**src/rtl/fetch_stage.sv**
```systemverilog
// Instruction-fetch stage: drives the ROM address/enable and captures the returned
// word with its PC into the IF/ID register, honouring stall, branch and flush.
module fetch_stage #(
    parameter int              ADDR_W   = 32,
    parameter int              INST_W   = 32,
    parameter logic [ADDR_W-1:0] RESET_PC = '0
) (
    input  logic              clk,
    input  logic              rst,
    input  logic              stall_if,
    input  logic              stall_id,
    input  logic              branch_flag_i,
    input  logic [ADDR_W-1:0] branch_target_i,
    input  logic              flush_i,
    input  logic [ADDR_W-1:0] new_pc_i,
    output logic              rom_ce_o,
    output logic [ADDR_W-1:0] rom_addr_o,
    input  logic [INST_W-1:0] rom_inst_i,
    output logic [ADDR_W-1:0] id_pc_o,
    output logic [INST_W-1:0] id_inst_o,
    output logic [31:0]       fetch_count_o
);

    typedef enum logic {
        IDLE  = 1'b0,
        FETCH = 1'b1
    } state_t;

    localparam logic [ADDR_W-1:0] PC_STEP    = ADDR_W'(4);
    localparam logic [ADDR_W-1:0] RESET_ADDR = {RESET_PC[ADDR_W-1:2], 2'b00};

    state_t              state_reg;
    logic                rom_ce_reg;
    logic [ADDR_W-1:0]   pc_reg;
    logic [ADDR_W-1:0]   pc_next;
    logic [ADDR_W-1:0]   id_pc_reg;
    logic [ADDR_W-1:0]   id_pc_next;
    logic [INST_W-1:0]   id_inst_reg;
    logic [INST_W-1:0]   id_inst_next;
    logic [31:0]         fetch_count_reg;
    logic                load_word;

    // Next PC: flush beats stall, stall beats branch, so a branch seen during a
    // stall is simply dropped and must be re-presented by decode.
    always_comb begin
        pc_next = pc_reg;
        if (state_reg == FETCH) begin
            if (flush_i) begin
                pc_next = {new_pc_i[ADDR_W-1:2], 2'b00};
            end else if (stall_if) begin
                pc_next = pc_reg;
            end else if (branch_flag_i) begin
                pc_next = {branch_target_i[ADDR_W-1:2], 2'b00};
            end else begin
                pc_next = pc_reg + PC_STEP;
            end
        end
    end

    // IF/ID register update, independent of the fetch state.
    always_comb begin
        id_pc_next   = id_pc_reg;
        id_inst_next = id_inst_reg;
        load_word    = 1'b0;
        if (flush_i) begin
            id_pc_next   = '0;
            id_inst_next = '0;
        end else if (stall_if && !stall_id) begin
            id_pc_next   = '0;
            id_inst_next = '0;
        end else if (!stall_if && !stall_id) begin
            id_pc_next   = pc_reg;
            id_inst_next = rom_ce_reg ? rom_inst_i : '0;
            load_word    = rom_ce_reg;
        end
    end

    always_ff @(posedge clk or posedge rst) begin
        if (rst) begin
            state_reg       <= IDLE;
            rom_ce_reg      <= 1'b0;
            pc_reg          <= RESET_ADDR;
            id_pc_reg       <= '0;
            id_inst_reg     <= '0;
            fetch_count_reg <= '0;
        end else begin
            case (state_reg)
                IDLE: begin
                    state_reg  <= FETCH;
                    rom_ce_reg <= 1'b1;
                end
                FETCH: begin
                    state_reg  <= FETCH;
                    rom_ce_reg <= 1'b1;
                end
                default: begin
                    state_reg  <= IDLE;
                    rom_ce_reg <= 1'b0;
                end
            endcase
            pc_reg      <= pc_next;
            id_pc_reg   <= id_pc_next;
            id_inst_reg <= id_inst_next;
            if (load_word) begin
                fetch_count_reg <= fetch_count_reg + 32'd1;
            end
        end
    end

    assign rom_ce_o      = rom_ce_reg;
    assign rom_addr_o    = pc_reg;
    assign id_pc_o       = id_pc_reg;
    assign id_inst_o     = id_inst_reg;
    assign fetch_count_o = fetch_count_reg;

endmodule

```
**config.mk**
```make
export PLATFORM = sky130hd
export DESIGN_NAME = fetch_stage
export DESIGN_NICKNAME = d
export VERILOG_FILES = /design/src/rtl/fetch_stage.sv
export SDC_FILE = /design/constraint.sdc
export NUM_CORES = 1
export LEC_CHECK = 0
export CORE_MARGIN = 2
export CORE_UTILIZATION = 25
export CTS_CLUSTER_SIZE = 8
export DETAILED_ROUTE_END_ITERATION = 10
export GPL_TIMING_DRIVEN = 0
export PLACE_DENSITY_LB_ADDON = 0.08
export REMOVE_ABC_BUFFERS = 1
export SYNTH_ARGS = -nofsm -noshare
export SYNTH_HDL_FRONTEND = slang
export SYNTH_SLANG_ARGS = --single-unit
```
**constraint.sdc**
```tcl
create_clock -name clk -period 5.5 [get_ports clk]
set_clock_uncertainty 0.15 [all_clocks]
set_input_delay 1.1 -clock clk [delete_from_list [all_inputs] [get_ports clk]]
set_output_delay 1.1 -clock clk [all_outputs]
set_load 0.02 [all_outputs]
```
==> results of run 1 <==
[cells in the mapped netlist, types with 5 or more instances]
master,instances,area share
nor3_1,6,0.0049
nand2_1,36,0.022
nor3b_1,27,0.033
nand3_1,24,0.020
a22o_1,35,0.050
mux2i_1,7,0.011
buf_2,5,0.0041
o31ai_1,6,0.0074
o22ai_1,6,0.0061
and4_1,9,0.013
inv_1,5,0.0031
nand2b_1,7,0.0072
a22oi_1,7,0.0086
and3_1,16,0.016
buf_1,8,0.0049
a221oi_1,7,0.010
o21ai_0,22,0.018
dfrtp_1,126,0.52
clkbuf_1,28,0.017
a21oi_1,53,0.043
nand4_1,9,0.0092
xor2_1,10,0.014
nor2_1,58,0.036
xnor2_1,35,0.050
[stage by stage]
step | setup TNS (ps) | cell area [µm²]
after floorplan | 0 | 5943
after global placement | -275960 | 8591
after detailed placement | 0 | 8710
after CTS | 0 | 9268
after global routing | 0 | 9270
final | 0 | 9270
[cells by family (layout without fill, tap and decap cells)]
group | after synthesis | count (layout)
and+or+nand+nor | 211 | 211
AOI/OAI and AO/OA | 158 | 158
DFF | 126 | 126
buffers and inverters | 49 | 266
xor gates and xnor gates | 45 | 45
muxes | 8 | 8
adders and majority gates | 2 | 2
other | 2 | 3
[flip-flops by register name, summed over array words and instances, names as in the netlist]
name / cells
id_inst_o: 32
fetch_count_o: 32
rom_ce_o: 1
rom_addr_o: 30
id_pc_o: 31
[power by group through the flow]
stage               sequential, W  clock (W)  combinational, W
detailed placement        0.00111          0          0.000541
global route              0.00111    0.00117          0.000581
CTS                       0.00109    0.00112          0.000543
finish                    0.00109    0.00109          0.000534
global placement          0.00111          0          0.000530
floorplan                 0.00116          0          0.000168
[layout make-up]
type,count,area [µm²]
clock buffer,17,425.4
clock inverter,14,132.6
fill,2402,14910
inverter,5,23.77
multi-input combinational,427,2785
sequential,126,3153
tap,324,405.4
timing repair buffer,230,2345
[worst max-delay path: stages]
cell and delay, ps:
clkdlybuf4s50_1 1280, inv_1 700, nand3_1 490, o21ai_0 150, nor2_1 140, o22ai_1 100
[routing by layer]
layer / routed length (µm) / share of wire
met1: 8893 / 0.44
met2: 9570 / 0.47
met3: 1682 / 0.082
met4: 251 / 0.012
met5: 0 / 0
[worst max-delay path by stage]
stage / slack, ps / start / cells past startpoint / endpoint
after floorplan: 890 / rst / 1 / fetch_count_o[0]
after detailed placement: 1180 / branch_flag_i / 6 / rom_addr_o[14]
after global routing: 1390 / branch_flag_i / 6 / rom_addr_o[14]
after global placement: -2650 / flush_i / 6 / fetch_count_o[31]
after CTS: 1600 / branch_flag_i / 6 / rom_addr_o[14]
final: 1640 / branch_flag_i / 6 / rom_addr_o[14]
==> impl_metrics.yaml, run 1 <==
outcome:
  status: "finished, final reports clean"
cells_and_area:
  syn2layout_area_growth_pct: 51.42
  mostFrequentLayoutCells: "clkdlybuf4s50_1, dfrtp_1, nor2_1, a21oi_1"
  post-route-util: 0.3834
  nNetsFinal: 911
  drive_above_1_share: 0.06960
  mostFrequentLayoutCell: "clkdlybuf4s50_1"
  num_antenna_cells: 0
  fin_cells: 1143
min_path:
  hold_end: "fetch_count_o[31]"
  hold_path_class: "reg -> reg"
  hold_start: "fetch_count_o[31]"
  holdPathStages: 1
cts:
  cts_root_buf: "clkbuf_16"
  cts_tree: "built"
  cts_setup_buffers: 0
  cts_sinks: 126
  cts_buffers: 17
  clock_latency_ps: 410
  clk_pin_slew_worst_paths_ps: 60
  clock_tree.buffer_depth: 2
  cts_htree_levels: 4
  cts_repair_resize_count: 0
  cts_hold_buf: 0
pwr:
  p_int_w: 0.001888
  p_seq_frac: 0.402
  power_switching_w: 0.0008282
  ir_worst_vdd_uv: 158.5
  combinationalPowerShare: 0.197
  p_clk_frac: 0.401
  leakage_nw: 3.778
  p_total_w: 0.002716
  swShare: 0.3049
  power_density_mw_per_mm2: 293.0
timing:
  slew_viol_final: 0
  finalSetupViolCount: 0
  hold_viol_final: 0
  fin_crit_ps: 3865
  max_freq_mhz: 258.7
  fin_ws_ps: 1635
  rsz0062_at_grt: "no"
  period_share: 0.7027
  worst_pin_slew_ps: 1217
  max_slew_margin: 0.1860
  fin_hold_ws_ps: 317.9
worst_setup_path:
  crit_arrival_ps: 3970
  criticalPathCategory: "in -> reg"
  crit_fanout: 30
  rr_worst_depth: 6
  startpoint_type: "input port"
  rrSetupSlack_ps: 2910
  r2r_start: "rom_ce_o"
  r2r_end: "fetch_count_o[29]"
  cp-end-kind: "register"
  critPathRequiredTime_ps: 5600
grt:
  antenna_found_initial: 0
  grt_util_met3: 0.06224
  grtUsageMet1: 0.1975
  grt_max_degree: 83
  grt_busiest_layer: "met2"
  first_global_vias: 5617
  grt_first_pass_wirelength_um: 32220
  track_usage: 0.1593
  grt-ovfl-total: 0
  globalRouteMet2Util: 0.2594
place:
  dp_slack_ps: 1185
  dpl.hpwl_um: 14110
  gp_congestion: 0.7593
  dp.cells: 1112
  io_buffers: 224
yosys:
  synth_compound_area_frac: 0.1766
  ys_seq_area_frac: 0.5150
  synth_xor_area_frac: 0.06438
  synth_top_family_by_area: "simple AND/OR/NAND/NOR gates"
  synthAdderAreaFrac: 0.004087
  ys_types: 53
  ys_warn_count: 0
  ys_async_sr_fraction: 1.000
  synth_edf_count: 0
  synthCells: 601
  synth.area.mux_share: 0.01328
  synthFlopType: "dfrtp_1"
  syn_area_per_cell_um2: 10.19
  synth.cell_area_mm2: 0.006122
  synth-simple-area-share: 0.1925
  synth_seq_cells: 126
drt:
  drt-initial-drc-count: 274
  drc_errors: 0
  routed_via_density: 4.762
  vias: 5443
  routed_wl_um: 20400
  detail-route-antenna-nets: 0
  dr.pass1.iters: 4
  wl_per_cell_um: 17.85
die:
  rows: 57
  die_x_um: 160.5
  fp.coreArea_mm2: 0.02418
  dieArea_mm2: 0.02576
  fp.dieH_um: 160.5
  boundaryPins: 231
  initial_utilization: 0.2532
job:
  cap_violations: 0
No activity file was read; power rests on OpenSTA's default activity.
==> run 2, diff against run 1 <==
clock period = 3.6 ns   (was 5.5 ns; I/O delays follow)
==> run 2 against run 1 <==
Effect of this change: power is 53% higher; sequential cell count stayed put; global-route usage stayed put; non-clock buffer count stayed put; register-to-register slack worse by 1900 ps; largest cell class unchanged; largest power group unchanged; highest routed layer unchanged.
==> impl_metrics.yaml, run 2 (synthesized netlist as in run 1, its figures left out) <==
die:
  fp.dieH_um: 160.5
  fp.coreArea_mm2: 0.02418
  boundaryPins: 231
  dieArea_mm2: 0.02576
  die_x_um: 160.5
  rows: 57
  initial_utilization: 0.2532
drt:
  drc_errors: 0
  detail-route-antenna-nets: 0
  vias: 5442
  dr.pass1.iters: 4
  drt-initial-drc-count: 258
  wl_per_cell_um: 17.86
  routed_wl_um: 20420
  routed_via_density: 4.761
worst_setup_path:
  cp-end-kind: "register"
  rr_worst_depth: 6
  crit_fanout: 30
  slowest_stage: "dlymetal6s2s_1"
  critPathBufInv: 2
  critPathRequiredTime_ps: 3700
  crit_arrival_ps: 3180
  critPathMaxStageDelay_ps: 870
  crit_family: "buffers and inverters"
  criticalPathCategory: "in -> reg"
  r2r_start: "rom_ce_o"
  crit_path_cell_trace: "dlymetal6s2s_1 -> inv_1 -> nand3_1 -> o21ai_0 -> nor2_1 -> o22ai_1"
  startpoint_type: "input port"
  r2r_end: "fetch_count_o[29]"
  rrSetupSlack_ps: 1010
min_path:
  hold_end: "fetch_count_o[31]"
  hold_start: "fetch_count_o[31]"
  hold_path_class: "reg -> reg"
  holdPathStages: 1
grt:
  grt-ovfl-total: 0
  grt_max_degree: 83
  grt_first_pass_wirelength_um: 32220
  track_usage: 0.1593
  first_global_vias: 5617
  antenna_found_initial: 0
cts:
  cts_htree_levels: 4
  cts_sinks: 126
  clk_pin_slew_worst_paths_ps: 60
  cts_root_buf: "clkbuf_16"
  cts_hold_buf: 0
  clock_tree.buffer_depth: 2
  cts_setup_buffers: 0
  cts_tree: "built"
  cts_buffers: 17
  clock_latency_ps: 410
place:
  dpl.hpwl_um: 14110
  io_buffers: 224
  gp_congestion: 0.7593
cells_and_area:
  drive_above_1_share: 0.06960
  num_antenna_cells: 0
  mostFrequentLayoutCell: "clkdlybuf4s50_1"
  mostFrequentLayoutCells: "clkdlybuf4s50_1, dfrtp_1, nor2_1, a21oi_1"
  nNetsFinal: 911
  syn2layout_area_growth_pct: 51.46
  fill_cells: 2401
timing:
  period_share: 0.8542
  finalSetupViolCount: 0
  rsz0062_at_grt: "no"
  fin_hold_ws_ps: 317.9
  fin_crit_ps: 3075
  max_freq_mhz: 325.2
  slew_viol_final: 0
  hold_viol_final: 0
  worst_pin_slew_ps: 1194
  max_slew_margin: 0.2030
outcome:
  status: "finished, final reports clean"
pwr:
  ir_worst_vdd_uv: 242.4
  p_total_w: 0.004148
  leakage_nw: 3.787
  power_density_mw_per_mm2: 447.4
job:
  cap_violations: 0
-- run 2: cell types whose count changed in the layout (fill, tap and decap cells not counted), sizes merged --
cell	previous run	this run
clkdlybuf4s50	221	220
dlymetal6s2s	0	1
-- run 2: layout make-up --
class	count	area [µm²]	share of cell area
Tap cell	324	405.4	0.04372
Clock inverter	14	132.6	0.01430
Clock buffer	17	425.4	0.04588
Timing Repair Buffer	230	2347	0.2531
Sequential cell	126	3153	0.3400
Multi-Input combinational cell	427	2785	0.3004
Inverter	5	23.77	0.002564
-- run 2: metal layers --
| metal | track usage | routed length [µm] | vias to the layer above |
|---|---|---|---|
| met3 | 0.06224 | 1799 | 18 |
| met4 | 0.04259 | 247 | 0 |
| met5 | 0 | 0 | - |
| met2 | 0.2594 | 9620 | 179 |
| li1 | - | - | 2588 |
| met1 | 0.1975 | 8747 | 2657 |
-- run 2: worst max path at each step --
stage | startpoint | to | cells past startpoint
5_1_grt | branch_flag_i | rom_addr_o[14] | 6
3_5_place_dp | branch_flag_i | rom_addr_o[14] | 6
3_3_place_gp | flush_i | fetch_count_o[31] | 6
2_1_floorplan | rst | fetch_count_o[0] | 1
4_1_cts | branch_flag_i | rom_addr_o[14] | 6
6_report | branch_flag_i | rom_addr_o[14] | 6
-- run 2: repair_timing --
item                                    4_1_cts  5_1_grt
hold endpoints to repair                      0        0
endpoints found under the setup margin        0        3
resized for setup                             0        1
-- run 2: worst reg2reg max path, cell delays in order, from the launching register on --
cell and delay [ps]:
dfrtp_1 560, nor4b_4 340, buf_6 240, nand4_1 320
nor3_1 560, nand3_1 180, xnor2_1 150
-- run 2: stage by stage --
| step | setup TNS (ps) | instances | instance area [µm²] | worst slack (ps) | utilization |
|---|---|---|---|---|---|
| 5_1_grt | 0 | 1143 | 9273 | 277.1 | 0.3835 |
| 3_3_place_gp | -610030 | 1106 | 8591 | -4171 | 0.3553 |
| 6_report | 0 | 1143 | 9273 | 524.9 | 0.3835 |
| 2_1_floorplan | -80830 | 558 | 5943 | -625.9 | - |
| 3_5_place_dp | -1981 | 1112 | 8710 | -335.1 | 0.3602 |
| 4_1_cts | 0 | 1143 | 9268 | 76.59 | 0.3833 |
-- run 2: power breakdown --
group / internal, W / switching (W)
Combinational: 0.000411 / 0.000404
Sequential: 0.00152 / 0.000153
Clock: 0.000958 / 0.000707
Total: 0.00288 / 0.00126
==> run 3, diff against run 2 <==
clock period = 3.8 ns   (was 3.6 ns; I/O delays follow)
==> results of run 3 <==
The final DEF is identical to that of run 1. Status: finished, final reports clean.
Among the figures that moved: setup slack after placement 1185 ps -> -175.1 ps; setup slack after layout 1635 ps -> 275.2 ps; register-to-register setup slack 2910 ps -> 1210 ps; total power 0.002716 W -> 0.003932 W; worst IR drop on VDD 158.5 µV -> 229.3 µV
